`config.mk`:
```
export PLATFORM = sky130hd
export DESIGN_NAME = alu_arbiter
export DESIGN_NICKNAME = d
export VERILOG_FILES = /design/src/rtl/alu_arbiter.sv
export SDC_FILE = /design/constraint.sdc
export NUM_CORES = 1
export LEC_CHECK = 0
export ABC_AREA = 1
export BUFFER_PORTS_ARGS = -buffer_cell sky130_fd_sc_hd__buf_2
export CORE_AREA = 8 8 101 103
export DETAILED_ROUTE_END_ITERATION = 10
export DIE_AREA = 0 0 109 111
export PLACE_DENSITY = 0.51
export SLEW_MARGIN = 20
export SYNTH_ARGS = -nofsm -noshare
export SYNTH_HDL_FRONTEND = slang
export SYNTH_SLANG_ARGS = --single-unit
```
`constraint.sdc`:
```
create_clock -name clk -period 2.1 [get_ports clk]
set_input_delay 0.42 -clock clk [delete_from_list [all_inputs] [get_ports clk]]
set_output_delay 0.42 -clock clk [all_outputs]
set_load 0.01 [all_outputs]
```
`src/rtl/alu_arbiter.sv`:
```
// rtl/alu_arbiter.sv - round-robin arbiter sharing one 8-bit ALU between NREQ requesters
module alu_arbiter #(
   parameter int NREQ = 2,
   parameter int IDW  = 2
) (
   input  logic              clk,
   input  logic              rst_n,
   input  logic [NREQ-1:0]   req_valid,
   output logic [NREQ-1:0]   req_ready,
   input  logic [8*NREQ-1:0] req_a,
   input  logic [8*NREQ-1:0] req_b,
   input  logic [3*NREQ-1:0] req_op,
   output logic              rsp_valid,
   input  logic              rsp_ready,
   output logic [IDW-1:0]    rsp_id,
   output logic [7:0]        rsp_data,
   output logic [3:0]        rsp_flags,
   output logic              busy
);

   typedef enum logic [1:0] {S_IDLE, S_EXEC, S_RESP} state_t;

   state_t         state, state_nxt;
   logic [IDW-1:0] last;
   logic [IDW-1:0] grant_idx;
   logic           grant_found;
   logic           accept;
   logic [7:0]     sel_a, sel_b;
   logic [2:0]     sel_op;
   logic [7:0]     cap_a, cap_b;
   logic [2:0]     cap_op;
   logic [IDW-1:0] cap_id;
   logic [8:0]     sum9, diff9;
   logic [7:0]     alu_y;
   logic           alu_c, alu_v;

   // Round-robin search starting just after the last winner; the nearest candidate is written last and wins
   always_comb begin
      grant_found = 1'b0;
      grant_idx   = '0;
      for (int k = NREQ; k >= 1; k--) begin
         for (int i = 0; i < NREQ; i++) begin
            if (req_valid[i] && (i == (int'(last) + k) % NREQ)) begin
               grant_found = 1'b1;
               grant_idx   = IDW'(i);
            end
         end
      end
   end

   // Payload mux for the current grant candidate
   always_comb begin
      sel_a  = '0;
      sel_b  = '0;
      sel_op = '0;
      for (int i = 0; i < NREQ; i++) begin
         if (IDW'(i) == grant_idx) begin
            sel_a  = req_a[8*i +: 8];
            sel_b  = req_b[8*i +: 8];
            sel_op = req_op[3*i +: 3];
         end
      end
   end

   assign accept = (state == S_IDLE) && grant_found;

   // State register
   always_ff @(posedge clk or negedge rst_n) begin
      if (!rst_n) state <= S_IDLE;
      else        state <= state_nxt;
   end

   // Next-state logic: one op in flight, response must be taken before the next grant
   always_comb begin
      state_nxt = state;
      case (state)
         S_IDLE:  if (accept) state_nxt = S_EXEC;
         S_EXEC:  state_nxt = S_RESP;
         S_RESP:  if (rsp_ready) state_nxt = S_IDLE;
         default: state_nxt = S_IDLE;
      endcase
   end

   // FSM outputs: grants only in IDLE and never while reset is held
   always_comb begin
      req_ready = '0;
      for (int i = 0; i < NREQ; i++) begin
         req_ready[i] = rst_n && (state == S_IDLE) && grant_found && (IDW'(i) == grant_idx);
      end
      busy = (state != S_IDLE);
   end

   // ALU on the captured operands; C is borrow for sub, the shifted-out bit for shifts
   always_comb begin
      sum9  = {1'b0, cap_a} + {1'b0, cap_b};
      diff9 = {1'b0, cap_a} - {1'b0, cap_b};
      alu_y = '0;
      alu_c = 1'b0;
      alu_v = 1'b0;
      case (cap_op)
         3'b000: begin
            alu_y = sum9[7:0];
            alu_c = sum9[8];
            alu_v = (cap_a[7] == cap_b[7]) && (alu_y[7] != cap_a[7]);
         end
         3'b001: begin
            alu_y = diff9[7:0];
            alu_c = diff9[8];
            alu_v = (cap_a[7] != cap_b[7]) && (alu_y[7] != cap_a[7]);
         end
         3'b010: alu_y = cap_a & cap_b;
         3'b011: alu_y = cap_a | cap_b;
         3'b100: alu_y = cap_a ^ cap_b;
         3'b101: alu_y = ~cap_a;
         3'b110: begin
            alu_y = {cap_a[6:0], 1'b0};
            alu_c = cap_a[7];
         end
         default: begin
            alu_y = {1'b0, cap_a[7:1]};
            alu_c = cap_a[0];
         end
      endcase
   end

   // Operand capture, round-robin pointer and registered response
   always_ff @(posedge clk or negedge rst_n) begin
      if (!rst_n) begin
         last      <= IDW'(NREQ - 1);
         cap_a     <= '0;
         cap_b     <= '0;
         cap_op    <= '0;
         cap_id    <= '0;
         rsp_valid <= 1'b0;
         rsp_id    <= '0;
         rsp_data  <= '0;
         rsp_flags <= '0;
      end else begin
         if (accept) begin
            cap_a  <= sel_a;
            cap_b  <= sel_b;
            cap_op <= sel_op;
            cap_id <= grant_idx;
            last   <= grant_idx;
         end
         if (state == S_EXEC) begin
            rsp_data  <= alu_y;
            rsp_flags <= {(alu_y == 8'h00), alu_y[7], alu_c, alu_v};
            rsp_id    <= cap_id;
            rsp_valid <= 1'b1;
         end else if ((state == S_RESP) && rsp_ready) begin
            rsp_valid <= 1'b0;
         end
      end
   end

endmodule

```
# Word-level counts from Yosys, hierarchy flattened
# Cells that the tools add are included.
word_totals:
  out_inout_bits: 18
  regBits: 39
  elab_cells: 80
  input_bits: 43
op_classes:
  reduce_logical: 22
  addsub: 4
  n_eq_ne: 17
  n_bitwise: 6
  muxes: 21
ops:
  columns: ["cell", "count"]
  rows:
  - ["$logic_not 32->1", 2]
  - ["$pmux 8 s7", 1]
  - ["$mux 8", 4]
  - ["$logic_and 1x1->1", 12]
  - ["$add 8x8->9", 1]
  - ["$eq 3x3->1 const B", 3]
  - ["$mux 1", 9]
  - ["$sub 8x8->9", 1]
  - ["$and 8x8->8", 1]
  - ["$logic_not 8->1", 1]
  - ["$not 8->8", 1]
  - ["$or 8x8->8", 1]
  - ["$xor 8x8->8", 1]
  - ["$eq 3x2->1 const B", 2]
  - ["$mux 3", 2]
  - ["$pmux 2 s3", 1]
  - ["$eq 2x2->1 const A", 2]
  - ["$logic_not 2->1", 2]
  - ["$mux 2", 2]
  - ["$ne 2x2->1 const B", 2]
  - ["$pmux 1 s4", 1]
  - ["$reduce_bool 2->1", 2]
  - ["$reduce_or 4->1", 1]
  - ["$eq 3x1->1 const B", 1]
  - ["other kinds (10)", 14]

# Depth between registers and ports, before layout
# Gate-level depths: netlist (run 1).
depth:
  word_depth: 11
  ltp_mapped: 16

# Least setup slack after synthesis (run 1)
# No wires, ideal clock.
synth_timing:
  kind: "flip-flop to flip-flop"
  start: "register cap_a[0]"
  end: "register rsp_flags[3]"
  path_stages_with_launch: 16
  synth_period_minus_slack_ns: 1.850
  arrival_ns: 1.785
  path_buffers: 0
  setup_ns: 0.066
  slack_ns: 0.250
  path_cell_list: "dfrtp_1 -> inv_1 -> ha_1 -> inv_1 -> fa_1 -> nand2_1 -> nand2_1 -> nand2_1 -> nand2_1 -> nand3_1 -> nand3_1 -> nand2_1 -> nand3_1 -> nor2_1 -> nand4_1 -> nand2_1"
synth_between:
  elab_chain_len: 3
synth_rtl:
  columns: ["element", "line", "text"]
  rows:
  - ["start: declaration", "30", "logic [7:0] cap_a, cap_b;"]
  - ["start signal: assignment", "140", "cap_a <= sel_a;"]
  - ["$sub 8x8->9, or another cell as far along", "96", "diff9 = {1'b0, cap_a} - {1'b0, cap_b};"]
  - ["$pmux 8 s7 *", "100", "case (cap_op)"]
  - ["$logic_not 8->1 *", "148", "rsp_flags <= {(alu_y == 8'h00), alu_y[7], alu_c, alu_v};"]
  - ["end signal: assignment", "148", null]
  - ["end: declaration", "17", "output logic [3:0] rsp_flags,"]
# Every way passes the cells marked *; elsewhere a longest branch is shown, timed or not.
# A chain may end at the register's enable or synchronous reset.

# Worst setup path after layout (run 1)
# Same ends and word-level chain as after synthesis.

==> results.md, run 1 <==
- Chip height: 111 um
- RR Endpoint: rsp_flags[3]$_DFFE_PN0P_
- Mux cell area share after synthesis: 0
- Adder-cell share of the synthesized area: 0.117
- Area grow syn2layout: 24.7%
- Highest cell delay on the worst timing path: 0.43 ns
- Post-CTS Hold Buffers: 0
- Router iterations before antenna repair: 4
- EDFF count, synth: 0
- Overflow after GRT: 0
- CTS tree: built
- DR vias: 3043
- Post-synthesis sequential element count: 36
- Synth area leaders: dfrtp_1 (30%), nand2_1 (12%), ha_1 (10%)
- Setup violators final: 0
- I/O pin cnt: 61
- Endpoints failing hold: 0
- Flop2flop setup slack: 0.12 ns
- Yosys top cell by area: dfrtp_1
- Share of layout cells above drive strength 1: 0.266
- Antenna violations before repair: 0
- Final instance area: 0.00363 sq mm
- Initial detailed-routing violation count: 225
- Xor/xnor cell area share of the yosys netlist: 0.00301
- Synth top area share: 0.301
- Post-synthesis simple-gate area fraction: 0.307
- N_diodes: 0
- Clock Sinks: 36
- Cts bufs inserted: 5
- Gp weighted congestion: 0.916
- Final Slew Violations: 0
- Syn nets: 497
- Period Utilization, post-route: 0.943
- CP startpoint kind: flip-flop
- Gr usage total: 0.156
- Placement Rows: 34
- Status: complete, no violations
- Largest net degree at the start of global routing: 37
- Yosys warning total: 0
- Die area: 0.0121 sq mm
- Root Buffer: clkbuf_8
- Die W: 109 um
- Top cells by count, synth: nand2_1 (90), nor2_1 (56), inv_1 (47), dfrtp_1 (35), nand3_1 (34)
- Leakage: 1.89 nW
- Mapped Cells: 428
- Mean Syn Cell Area: 6.81 sq um
- Max Cap Viol: 0
- R2r worst-path depth: 13
- Per-cell routed wire length: 15.2 um
- Final nets: 571
- Pwr Density: 1840 mW/mm^2
- Register area share after synthesis: 0.310
- Critical Path Slowest Stage Cell: fa_2
- Number of buffers inserted by port buffering: 59
- Post-DP HPWL: 7480 um
- Longest Clk Path Bufs: 2
- Routed WL: 9290 um
- Mapped cell area: 0.00291 sq mm
- Hold Path Class: in -> async
- Worst-skew pair later-pin latency: 0.29 ns
- Area after DPL: 0.00345 sq mm
- Global-route wire length before repair: 15200 um
- Vias in the first global route: 3020
- Routed vias/inst: 4.98
- FF-to-FF Start: cap_a[0]$_DFFE_PN0P_
- Int Power: 0.00314 W
- Sw power: 0.00355 W
- Residual DRC: 0
- Top_reg_cell synth: dfrtp_1
- Area of the core: 0.00855 sq mm
- Worst Skew: 0.00750 ns
- CTS H-tree lvls: 2
- Crit. End Element: flip-flop
- CTS clk-pin slew, worst paths: 0.08 ns
- Worst EP arrival: 2.21 ns
- Synth Area in Compound Gates: 0.156
- Combinational family with the most area after synthesis: simple AND/OR/NAND/NOR gates
- Tmin final: 1.98 ns
- RSZ-0062 raised after global routing: yes
- Worst-path cell chain: inv_2 > ha_4 > inv_2 > fa_2 > nand4_1 > nand2_1 > nor2_2 > nand3_2 > nor2_1 > nand3_1 > nor2_1 > nand4_1 > nand2_1
- Cell variety after synth: 30
- IR drop worst, VDD: 0.581 mV
- Gate power share: 0.728
- Worst endpoint required time: 2.33 ns
- Antenna-violating nets left: 0
- Sw frac: 0.530
- Cell with the most instances after synthesis: nand2_1
- Setup_tns: 0 ns
- FMAX: 0.505 GHz
- CP max FO: 3
- Initial core utilization: 0.341
- Seq pwr share: 0.194
- Worst setup path class: reg -> reg
- Clock power share: 0.078
- Async S/R FF share, synth: 1.00
[worst max-delay path by stage]
stage                         startpoint                        to  cells past startpoint
floorplan           cap_a[0]$_DFFE_PN0P_  rsp_flags[3]$_DFFE_PN0P_                     15
global placement    cap_a[4]$_DFFE_PN0P_  rsp_flags[3]$_DFFE_PN0P_                     11
detailed placement  cap_a[4]$_DFFE_PN0P_  rsp_flags[3]$_DFFE_PN0P_                     11
CTS                 cap_a[0]$_DFFE_PN0P_  rsp_flags[3]$_DFFE_PN0P_                     15
global route        cap_a[0]$_DFFE_PN0P_  rsp_flags[3]$_DFFE_PN0P_                     13
finish              cap_a[0]$_DFFE_PN0P_  rsp_flags[3]$_DFFE_PN0P_                     13
[through the flow]
| step | power (W) | utilization | setup slack, ns | hold slack [ns] | cells |
|---|---|---|---|---|---|
| global placement | 0.00587 | 0.403 | -0.0427 | 0.454 | 602 |
| CTS | 0.00641 | 0.415 | 0.0329 | 0.244 | 610 |
| global route | 0.00741 | 0.425 | -0.00488 | 0.258 | 611 |
| finish | 0.00669 | 0.425 | 0.119 | 0.207 | 611 |
| detailed placement | 0.00586 | 0.403 | -0.0267 | 0.456 | 602 |
| floorplan | 0.00436 | - | 0.250 | 0.124 | 428 |
[repair_timing]
action,4_1_cts,5_1_grt
endpoints found under the setup margin,1,6
pin swaps,0,4
resized for setup,1,25
hold endpoints to repair,0,0
setup buffers,0,1
[power groups by stage]
stage          sequential (W)  clock (W)  combinational [W]
2_1_floorplan         0.00133          0            0.00303
3_3_place_gp          0.00129          0            0.00458
3_5_place_dp          0.00131          0            0.00455
4_1_cts               0.00129   0.000535            0.00458
5_1_grt               0.00135   0.000565            0.00549
6_report              0.00130   0.000519            0.00487
[sequential cells by signal (all words and copies together) (netlist names)]
signal	cells
last	1
rsp_valid	1
rsp_flags	4
cap_b	8
cap_a	8
cap_id	1
rsp_id	1
state	2
rsp_data	7
cap_op	3
[area by class of cell]
cell class / instances / area, sq um
tap: 108 / 135
clock buffer: 7 / 86.3
inverter: 57 / 214
multi-input combinational: 317 / 1780
clock inverter: 1 / 7.51
timing repair buffer: 85 / 503
sequential: 36 / 903
fill: 915 / 4920
[layer usage]
layer	GRT usage	vias up	part of all wire
li1	-	1545	-
met1	0.220	1410	0.49
met2	0.236	76	0.45
met3	0.0320	12	0.051
met4	0.0338	0	0.0089
met5	0	-	0
[cell families (layout without fill, tap and decap cells)]
| family | after synthesis | count (layout) |
|---|---|---|
| buffers and inverters | 75 | 150 |
| adders and majority gates | 26 | 26 |
| DFF | 36 | 36 |
| and+or+nand+nor | 205 | 205 |
| other | 1 | 1 |
| xor gates and xnor gates | 1 | 1 |
| AOI/OAI and AO/OA | 84 | 84 |
[worst max-delay path: cells and delay by family, from the launching register on]
family,cells,cell delay (ns)
adder cells (fa/ha/maj),2,0.59
AND/OR/NAND/NOR,9,0.80
buffers and inverters,2,0.14
flip-flops,1,0.39
[placed cells by master (no fill, tap or decap), types with 4 or more instances in the layout]
cell type  count
nand3_2        6
buf_4         25
clkbuf_8       6
ha_2           4
nor2_2         5
dfrtp_1       34
ha_1          17
inv_2         13
o22ai_1       20
nor2_1        54
nor3_1         4
inv_1         43
a21oi_1        9
nand3_1       32
o21ai_1       20
nand2_1       88
o21ai_0       30
buf_2         59
nand4_1       10
Power figures use the tool's default switching activity.
==> run 2, diff against run 1 <==
ABC_AREA = 0   (was 1)
CORE_AREA = 8 8 102 104   (was 8 8 101 103)
DIE_AREA = 0 0 110 112   (was 0 0 109 111)
==> run 2 against run 1 <==
Die area rose by 1.8%. Utilization rose by 4.4 points. Worst hold slack better by 0.11 ns. Global-route usage down 0.80 points. Largest power group unchanged. Synthesized cell count down 18%. The run now ends with negative setup slack left.
==> results.md, run 2 <==
- Status: complete, but fails checks
- Violated checks: negative setup slack
- IR drop worst, VDD: 0.607 mV (+4.5%)
- Mapped Cells: 349 (-18%)
- CP max FO: 3 (unchanged)
- Router iterations before antenna repair: 4 (unchanged)
- Worst-path cell chain: buf_6 > ha_4 > inv_2 > fa_2 > a211oi_4 > o31ai_2 > mux2_4 > a221o_1 > o21ai_2 > a41o_1
- Cts bufs inserted: 5 (unchanged)
- Gp weighted congestion: 0.925 (+1.0%)
- Mapped cell area: 0.00298 sq mm (+2.4%)
- Worst endpoint required time: 2.33 ns (about the same)
- Final nets: 541 (-5.3%)
- Cell with the most instances after synthesis: nor2_1
- Pwr Density: 1920 mW/mm^2 (+4.4%)
- Highest cell delay on the worst timing path: 0.39 ns (-0.04 ns)
- Max Cap Viol: 0 (unchanged)
- Routed WL: 8930 um (-3.9%)
- Residual DRC: 0 (unchanged)
- Most common cell after layout, fill and taps aside: buf_4
- Overflow after GRT: 0 (unchanged)
- Tmin final: 2.38 ns (+0.400 ns)
- Worst Skew: 0.00898 ns (+0.00147 ns)
- Buf/Inv on CP: 2 (unchanged)
- FMAX: 0.420 GHz (-17%)
- Worst setup path class: reg -> reg
- Chip height: 112 um (+0.90%)
- Setup violators final: 8 (+8)
- CTS tree: built
- R2r worst-path depth: 10 (-3)
- Worst-skew pair later-pin latency: 0.29 ns (about the same)
- Synth area leaders: dfrtp_1 (29%), ha_1 (10%), mux2i_1 (8.1%)
- EDFF count, synth: 0 (unchanged)
- Period Utilization, post-route: 1.13 (+0.190)
- Post-synthesis simple-gate area fraction: 0.154 (-0.154)
- Yosys warning total: 0 (unchanged)
- Cell count after placement: 567 (-5.8%)
- CP startpoint kind: flip-flop
- Die area: 0.0123 sq mm (+1.8%)
- Endpoints failing hold: 0 (unchanged)
- Async S/R FF share, synth: 1.00 (unchanged)
- Post-synthesis sequential element count: 36 (unchanged)
- Min setup slack post-route: -0.281 ns (-0.400 ns)
- Initial core utilization: 0.336 (-0.00511)
- Antenna violations before repair: 0 (unchanged)
- Setup_tns: -1.10 ns (-1.10 ns)
- Root Buffer: clkbuf_8
- Top_reg_cell synth: dfrtp_1
- Syn nets: 418 (-16%)
- Area grow syn2layout: 39.6%
- Hold Path Class: in -> reg
- Placement Rows: 35 (+2.9%)
- Adder-cell share of the synthesized area: 0.114 (-0.00274)
- Die W: 110 um (+0.92%)
- CTS clk-pin slew, worst paths: 0.08 ns (about the same)
- Clock Sinks: 36 (unchanged)
- CTS H-tree lvls: 2 (unchanged)
- DR vias: 2882 (-5.3%)
- Synth top area share: 0.294 (-0.00706)
- Combinational family with the most area after synthesis: compound AO/OA/AOI/OAI gates
- Area of the core: 0.00889 sq mm (+4.0%)
- Cell variety after synth: 69 (+130%)
- Largest delay share family, worst path: compound AO/OA/AOI/OAI gates
- Routed vias/inst: 4.93 (-0.91%)
- WHS Path Cells: 2
- Leading cell types in the layout, fill and taps excluded: buf_4 (73), buf_2 (59), nor2_1 (40), dfrtp_1 (35), a21oi_1 (31)
- N_diodes: 0 (unchanged)
- Layout Cells excl Fill: 584 (-4.4%)
- Initial detailed-routing violation count: 83 (-63%)
- Critical Path Slowest Stage Cell: dfrtp_1
- Register area share after synthesis: 0.302 (-0.00728)
- Mux cell area share after synthesis: 0.101 (+0.101)
- RSZ-0062 raised after global routing: yes
- Antenna-violating nets left: 0 (unchanged)
- Xor/xnor cell area share of the yosys netlist: 0.0147 (+0.0117)
- Largest net degree at the start of global routing: 41 (+11%)
- Final Slew Violations: 0 (unchanged)
- Global-route wire length before repair: 14700 um (-3.1%)
- Per-cell routed wire length: 15.3 um (+0.51%)
- Gr usage total: 0.148 (-0.00796)
- Worst EP arrival: 2.61 ns (+0.40 ns)
- Leakage: 2.02 nW (+6.9%)
- Top Registers: cap_a (8), cap_b (8), rsp_data (7)
- Top cells by count, synth: nor2_1 (41), dfrtp_1 (35), a21oi_1 (32), inv_1 (30)
- Crit path depth: 10 (-3)
- I/O pin cnt: 61 (unchanged)
- Yosys top cell by area: dfrtp_1
- Crit. End Element: flip-flop
- Share of layout cells above drive strength 1: 0.406 (+0.140)
- Number of buffers inserted by port buffering: 59 (unchanged)
- Synth Area in Compound Gates: 0.234 (+0.0777)
- Longest Clk Path Bufs: 2 (unchanged)
- Vias in the first global route: 3006 (-0.46%)
- Post-DP HPWL: 7230 um (-3.3%)
- Mean Syn Cell Area: 8.55 sq um (+26%)
==> run 2: cell count changes after synthesis, sizes merged, moves of 5 or more <==
| cell | before | now |
|---|---|---|
| a21oi | 11 | 34 |
| inv | 56 | 31 |
| mux2i | 0 | 24 |
| nand2 | 91 | 24 |
| nand3 | 38 | 5 |
| nand4 | 10 | 1 |
| nor2 | 61 | 42 |
| nor2b | 0 | 5 |
| o21ai | 50 | 26 |
| o22ai | 20 | 6 |
| o31ai | 0 | 5 |
==> run 2: path summary, 6_finish.rpt <==
check                                        start  slack, ns                       end
setup / recovery              cap_b[0]$_DFFE_PN0P_      -0.28  rsp_flags[3]$_DFFE_PN0P_
hold reg to reg            rsp_data[1]$_DFFE_PN0P_       0.48   rsp_data[1]$_DFFE_PN0P_
setup reg to reg              cap_b[0]$_DFFE_PN0P_      -0.28  rsp_flags[3]$_DFFE_PN0P_
hold / removal                        req_valid[0]       0.32       last[0]$_DFFE_PN1P_
min in group asynchronous                    rst_n       0.49      state[0]$_DFFE_PN0P_
max in group asynchronous                    rst_n       0.96      cap_a[3]$_DFFE_PN0P_
==> run 2: layer usage <==
metal / up-vias / GRT usage / part of all wire
li1: 1455 / - / -
met1: 1345 / 0.200 / 0.48
met2: 69 / 0.228 / 0.47
met4: 0 / 0.0568 / 0.022
met3: 13 / 0.0237 / 0.034
met5: - / 0 / 0
==> run 2: final cells by class <==
| class | count | area (sq um) |
|---|---|---|
| clock buffer | 7 | 86.3 |
| inverter | 31 | 116 |
| timing repair buffer | 137 | 907 |
| clock inverter | 1 | 7.51 |
| sequential | 36 | 902 |
| fill | 886 | 4730 |
| tap | 111 | 139 |
| multi-input combinational | 261 | 2010 |
==> run 2: power by group <==
| part | leakage, nW | internal, W | switching [W] |
|---|---|---|---|
| clock | 0.0445 | 0.000267 | 0.000270 |
| combinational | 1.56 | 0.00304 | 0.00311 |
| sequential | 0.417 | 0.00104 | 0.000280 |
| total | 2.02 | 0.00434 | 0.00366 |
==> run 2: through the flow <==
step	hold WS (ns)	power [W]	worst slack, ns	util	instance area, sq um
floorplan	0.124	0.00466	-0.205	-	2990
CTS	0.305	0.00774	-0.311	0.460	4090
detailed placement	0.255	0.00675	-0.320	0.431	3830
global route	0.339	0.00863	-0.371	0.468	4160
global placement	0.258	0.00674	-0.279	0.431	3830
finish	0.317	0.00800	-0.281	0.468	4160
==> run 2: kinds of logic after synthesis <==
group	after synthesis
compound gates	105
xor+xnor	5
fa+ha+maj	26
buf+inv	52
flops	36
mux	28
other cells	1
simple gates	96
==> run 2: repair_timing <==
| action | 4_1_cts | 5_1_grt |
|---|---|---|
| hold buffers | 1 | 0 |
| pin swaps | 15 | 14 |
| gates resized for setup | 27 | 13 |
| setup endpoints to repair | 9 | 9 |
| setup buffers | 5 | 3 |
| endpoints found under the hold margin | 2 | 0 |
